<file path="config.mk">
export PLATFORM = sky130hd
export DESIGN_NAME = bip_addsub_acc_flat
export DESIGN_NICKNAME = d
export VERILOG_FILES = /design/src/rtl/bip_addsub_acc_if.sv /design/src/rtl/bip_addsub_acc.sv /design/src/flat_wrapper.sv
export SDC_FILE = /design/constraint.sdc
export NUM_CORES = 1
export LEC_CHECK = 0
export CAP_MARGIN = 20
export CORE_UTILIZATION = 30
export CTS_BUF_LIST = sky130_fd_sc_hd__clkbuf_4 sky130_fd_sc_hd__clkbuf_8
export CTS_CLUSTER_DIAMETER = 80
export DETAILED_ROUTE_END_ITERATION = 12
export DONT_BUFFER_PORTS = 1
export PLACE_DENSITY = 0.53
export SYNTH_ARGS = -nofsm -noshare
export SYNTH_HDL_FRONTEND = slang
export SYNTH_SLANG_ARGS = --single-unit
</file>
<file path="constraint.sdc">
create_clock -name clk -period 3.8 [get_ports clk]
set_input_delay 0.76 -clock clk [delete_from_list [all_inputs] [get_ports clk]]
set_output_delay 0.76 -clock clk [all_outputs]
set_load 0.01 [all_outputs]
</file>
<file path="src/rtl/bip_addsub_acc_if.sv">
// Purpose : operation/result bundle between the BIP decoder, the add/sub accumulator and its consumers.
// Latency : not applicable; this is wiring only.
// Backpressure: none; in_valid is a fire-and-forget strobe and out_valid a one-cycle result pulse.
// Signals : in_valid/op/b/clr_ovf travel towards the accumulator; acc/out_valid/zero/neg/ovf/ovf_sticky travel back.
interface bip_addsub_acc_if #(
    parameter int N = 15
);
    logic         in_valid;
    logic [1:0]   op;
    logic [N:0]   b;
    logic         clr_ovf;
    logic [N:0]   acc;
    logic         out_valid;
    logic         zero;
    logic         neg;
    logic         ovf;
    logic         ovf_sticky;

    // Decoder side: issues operations, observes results.
    modport master (
        output in_valid, op, b, clr_ovf,
        input  acc, out_valid, zero, neg, ovf, ovf_sticky
    );

    // Accumulator side: consumes operations, produces results.
    modport slave (
        input  in_valid, op, b, clr_ovf,
        output acc, out_valid, zero, neg, ovf, ovf_sticky
    );
endinterface

</file>
<file path="src/rtl/bip_addsub_acc.sv">
// Purpose : registered signed LOAD/ADD/SUB/CLR accumulator with zero/neg/overflow flags and optional saturation.
// Latency : 1 cycle; acc, flags and the out_valid pulse appear on the edge after in_valid is sampled.
// Backpressure: none; an op is accepted on every cycle with in_valid high, back-to-back included.
// Ports   : clk, rst (async, active high); bus = bip_addsub_acc_if.slave carrying
//           in_valid, op, b, clr_ovf in and acc, out_valid, zero, neg, ovf, ovf_sticky out.
module bip_addsub_acc #(
    parameter int N   = 15,
    parameter bit SAT = 1'b0
) (
    input  logic             clk,
    input  logic             rst,
    bip_addsub_acc_if.slave  bus
);

    typedef enum logic [1:0] {
        OP_LOAD = 2'b00,
        OP_ADD  = 2'b01,
        OP_SUB  = 2'b10,
        OP_CLR  = 2'b11
    } op_e;

    localparam logic [N:0] ACC_MAX = {1'b0, {N{1'b1}}};
    localparam logic [N:0] ACC_MIN = {1'b1, {N{1'b0}}};

    logic [N:0]   acc_q;
    logic [N:0]   acc_nxt;
    logic         out_valid_q;
    logic         zero_q;
    logic         neg_q;
    logic         ovf_q;
    logic         ovf_nxt;
    logic         ovf_hit;
    logic         sticky_q;

    logic [N+1:0] a_ext;
    logic [N+1:0] b_ext;
    logic [N+1:0] sum_ext;
    logic [N+1:0] dif_ext;

    // Sign-extend both operands one bit so the true result always fits.
    assign a_ext   = {acc_q[N], acc_q};
    assign b_ext   = {bus.b[N], bus.b};
    assign sum_ext = a_ext + b_ext;
    assign dif_ext = a_ext - b_ext;

    // Overflow is detected as the extended result not fitting in N+1 bits
    // (its top two bits disagree); this is equivalent to the operand/result
    // sign comparison for both ADD and SUB.
    always_comb begin
        acc_nxt = acc_q;
        ovf_nxt = ovf_q;
        ovf_hit = 1'b0;
        if (bus.in_valid) begin
            case (op_e'(bus.op))
                OP_LOAD: begin
                    acc_nxt = bus.b;
                    ovf_nxt = 1'b0;
                end
                OP_ADD: begin
                    ovf_hit = sum_ext[N+1] ^ sum_ext[N];
                    acc_nxt = sum_ext[N:0];
                    ovf_nxt = ovf_hit;
                end
                OP_SUB: begin
                    ovf_hit = dif_ext[N+1] ^ dif_ext[N];
                    acc_nxt = dif_ext[N:0];
                    ovf_nxt = ovf_hit;
                end
                default: begin
                    acc_nxt = '0;
                    ovf_nxt = 1'b0;
                end
            endcase
            // Saturation direction follows the sign of the old accumulator:
            // an overflow can only push a value past the rail on its own side.
            if (ovf_hit && SAT) begin
                acc_nxt = acc_q[N] ? ACC_MIN : ACC_MAX;
            end
        end
    end

    always_ff @(posedge clk or posedge rst) begin
        if (rst) begin
            acc_q       <= '0;
            out_valid_q <= 1'b0;
            zero_q      <= 1'b1;
            neg_q       <= 1'b0;
            ovf_q       <= 1'b0;
            sticky_q    <= 1'b0;
        end else begin
            out_valid_q <= bus.in_valid;
            if (bus.in_valid) begin
                acc_q  <= acc_nxt;
                zero_q <= (acc_nxt == '0);
                neg_q  <= acc_nxt[N];
                ovf_q  <= ovf_nxt;
            end
            // A fresh overflow takes priority over a simultaneous clear request.
            if (ovf_hit) begin
                sticky_q <= 1'b1;
            end else if (bus.clr_ovf) begin
                sticky_q <= 1'b0;
            end
        end
    end

    assign bus.acc        = acc_q;
    assign bus.out_valid  = out_valid_q;
    assign bus.zero       = zero_q;
    assign bus.neg        = neg_q;
    assign bus.ovf        = ovf_q;
    assign bus.ovf_sticky = sticky_q;

endmodule

</file>
<file path="src/flat_wrapper.sv">
// flat-port wrapper written by rule: the top's interface ports become plain ports
module bip_addsub_acc_flat 
#(
    parameter int N   = 15,
    parameter bit SAT = 1'b0
)
  (clk, rst, bus_in_valid, bus_op, bus_b, bus_clr_ovf, bus_acc, bus_out_valid, bus_zero, bus_neg, bus_ovf, bus_ovf_sticky);
  bip_addsub_acc_if #(.N(N)) bus_i ();
  input  logic clk;
  input  logic rst;
  input wire logic [$bits(bus_i.in_valid)-1:0] bus_in_valid;
  input wire logic [$bits(bus_i.op)-1:0] bus_op;
  input wire logic [$bits(bus_i.b)-1:0] bus_b;
  input wire logic [$bits(bus_i.clr_ovf)-1:0] bus_clr_ovf;
  output wire logic [$bits(bus_i.acc)-1:0] bus_acc;
  output wire logic [$bits(bus_i.out_valid)-1:0] bus_out_valid;
  output wire logic [$bits(bus_i.zero)-1:0] bus_zero;
  output wire logic [$bits(bus_i.neg)-1:0] bus_neg;
  output wire logic [$bits(bus_i.ovf)-1:0] bus_ovf;
  output wire logic [$bits(bus_i.ovf_sticky)-1:0] bus_ovf_sticky;
  assign bus_i.in_valid = bus_in_valid;
  assign bus_i.op = bus_op;
  assign bus_i.b = bus_b;
  assign bus_i.clr_ovf = bus_clr_ovf;
  assign bus_acc = bus_i.acc;
  assign bus_out_valid = bus_i.out_valid;
  assign bus_zero = bus_i.zero;
  assign bus_neg = bus_i.neg;
  assign bus_ovf = bus_i.ovf;
  assign bus_ovf_sticky = bus_i.ovf_sticky;
  bip_addsub_acc #(.N(N), .SAT(SAT)) u_core (.clk(clk), .rst(rst), .bus(bus_i));
endmodule
</file>
==> metrics <==
Worst slew margin=0.432; WP data arrival=just under 4 ns; ANT nets after route=0; Power Density=~550 nW/um^2; Synth Area in Compound Gates=0.313; synthesized flop and latch total=20; max-capacitance violation count=0; Synth Area in XOR/XNOR=0.0388; R2R depth=12; post-synthesis mux area share=0; critical path type=in -> reg; GR Util All Layers=0.189; outcome=completed; fmax=~270 MHz; Fin. Hold Viols=0; grt ovf=0; Clock transition at path regs=roughly 0.09 ns; first-pass GRT wire length=14.3 mm; CTS tree=yes; Peak supply drop=0.000178 V; cell accounting for the most synthesized area=dfrtp_1; Placed Area=3020 sq um; FFs w/ async S/R, synth=1.00; RSZ-0062 raised after global routing=no; top cell type's share of synthesized area=0.175; Initial Util=0.311; Hold WS=around 0.52 ns; die span in x=a little under 100 microns; post-DP HPWL=between 7 and 8 mm; Mapped Area=roughly 2700 sq um; simple-gate share of the synthesized area=0.192; clock buffer count from CTS=3; Routed WL=~8.7 mm; Worst Max-Slew Pin Slew=0.851 ns; crit path max fanout=4; worst hold stages=0; synth top area cells=dfrtp_1, ha_1, inv_1; non-filler cells in the finished layout=between 400 and 500; DR WL/cell=about 18 microns; adder-cell share of the synthesized area=0.186; Pre-antenna DRT Iters=4; number of flops mapped to enable cells by yosys=0; fin area=between 3000 and 4000 sq um; chip height=just under 100 microns; Syn Inst Count=between 300 and 400; CTS H-Tree Depth=1; vias in the first global route=around 2800; syn_nets=~410; number of antenna violations at the first check in global routing=0; clock sink count=20; YS warnings=0; largest family of logic cells by synthesized area=compound AO/OA/AOI/OAI gates; Syn-to-layout area delta=15.0%; register area share after synthesis=0.185; Syn Area/Cell=roughly 7.7 sq um; count of cell types in the netlist=62; fin. max-slew vios=0; number of diodes=0; core area=8720 sq um; vias per inst=approximately 5.7; FILL cells=921; most frequent cell after synthesis=inv_1; Synth Flop Type=dfrtp_1; Post-CTS Hold Fix Bufs=0; DIE AREA=around 9400 sq um; Hold EP=u_core.bus.out_valid; LEAKAGE=1.44 nW; Final setup viols=0; port buffer count=0; min cycle time layout=around 3.7 ns; reg2reg end=u_core.bus.zero; crit start category=primary input; I/O pin cnt=43; largest net degree at the start of global routing=24; Worst Path Required=~4 ns; dpl cells=about 470; clk root buf=clkbuf_8; clk buf depth=2; top cells by count, synth=inv_1, ha_1, nand2_1; CP Capture Type=register; Worst-Skew Late Latency=0.26 ns; FF-to-FF Start=u_core.bus.acc[0]; Hold Startpoint=bus_in_valid; crit share post-route=0.967; Reg2Reg Setup Slack=around 0.16 ns; DR vias=2719; clock skew=roughly 0.003 ns; nets@finish=431; Hold Path Class=in -> reg; Residual DRC=0; Final GP Congestion=between 0.8 and 0.9; layout cells sized above 1=0.138; site row count=34; initial drt markers=171
-- critical path: stages --
cell      delay [ns]
ha_4            0.10
inv_2           0.04
fa_2            0.36
or2_4           0.25
nand2b_4        0.07
a21oi_2         0.06
a221o_1         0.32
a221o_1         0.30
or4_1           0.41
or4b_1          0.47
or4_1           0.50
o41ai_2         0.21
-- worst max-delay path by stage --
stage	from	to	slack, ns	depth (start not counted)
after floorplan	bus_b[0]	u_core.bus.zero	0.003	12
final	bus_b[0]	u_core.bus.zero	0.12	12
after global routing	bus_b[1]	u_core.bus.zero	0.003	11
after global placement	bus_b[0]	u_core.bus.zero	-0.05	12
after CTS	u_core.bus.acc[1]	u_core.bus.zero	0.05	11
after detailed placement	bus_b[0]	u_core.bus.zero	-0.15	12
-- flip-flops by register name (all words and copies together) (netlist names) --
signal                 count
u_core.bus.ovf_sticky      1
u_core.bus.acc            15
u_core.bus.zero            1
u_core.bus.neg             1
u_core.bus.out_valid       1
u_core.bus.ovf             1
-- per-stage QoR --
step	setup WS, ns	utilization	TNS [ns]	power [mW]
final	0.124	0.357	0	1.72
after global routing	0.00277	0.357	0	1.86
after CTS	0.0546	0.355	0	1.70
after detailed placement	-0.152	0.347	-0.152	1.47
after global placement	-0.0513	0.347	-0.0513	1.48
after floorplan	0.00251	-	0	1.15
-- per-layer routing --
layer | part of all wire | routed length [microns] | track usage
met3 | 0.063 | 549 | 0.0331
met2 | 0.46 | 4030 | 0.308
met4 | 0.016 | 138 | 0.0425
met5 | 0 | 0 | 0
met1 | 0.46 | 3990 | 0.260
-- layout make-up --
class	instances	area [sq um]	area share
flip-flops and latches	20	503	0.161
multi-input cells	272	2010	0.645
clock buffers	3	41.3	0.0132
clock inverters	1	30.0	0.00963
repair buffers	33	248	0.0795
inverters	40	150	0.0482
well taps	108	135	0.0434
-- cell usage in the layout, fill, tap and decap left out, drive strengths merged, types with 4 or more instances in the layout --
master and n:
dfrtp 19, nor2 19, o311ai 4, nand2b 6
buf 33, o211ai 7, nor4 5, nor3 7
a221o 8, o31ai 6, nand2 31, nand3 8
a21oi 24, a21o 7, o21ai 15, nor2b 7
a211oi 4, a31oi 7, inv 40, xnor2 11
ha 37, and3 6, o221ai 4
-- timing repair --
action,CTS,global route
gates resized for setup,0,5
setup endpoints to repair,0,1
setup buffers,0,1
-- kinds of logic after synthesis --
logic type / Yosys count
buffers and inverters: 58
adders and majority gates: 39
and+or+nand+nor: 103
AOI/OAI and AO/OA: 118
DFF: 20
xor gates and xnor gates: 12
-- where the power goes --
part	switching, mW	leakage, nW	internal (mW)	total, mW
Clock	0.0816	0.0357	0.141	0.222
Combinational	0.619	1.16	0.487	1.11
Sequential	0.116	0.247	0.271	0.387
Note: power is estimated with default switching activity, not from simulation.
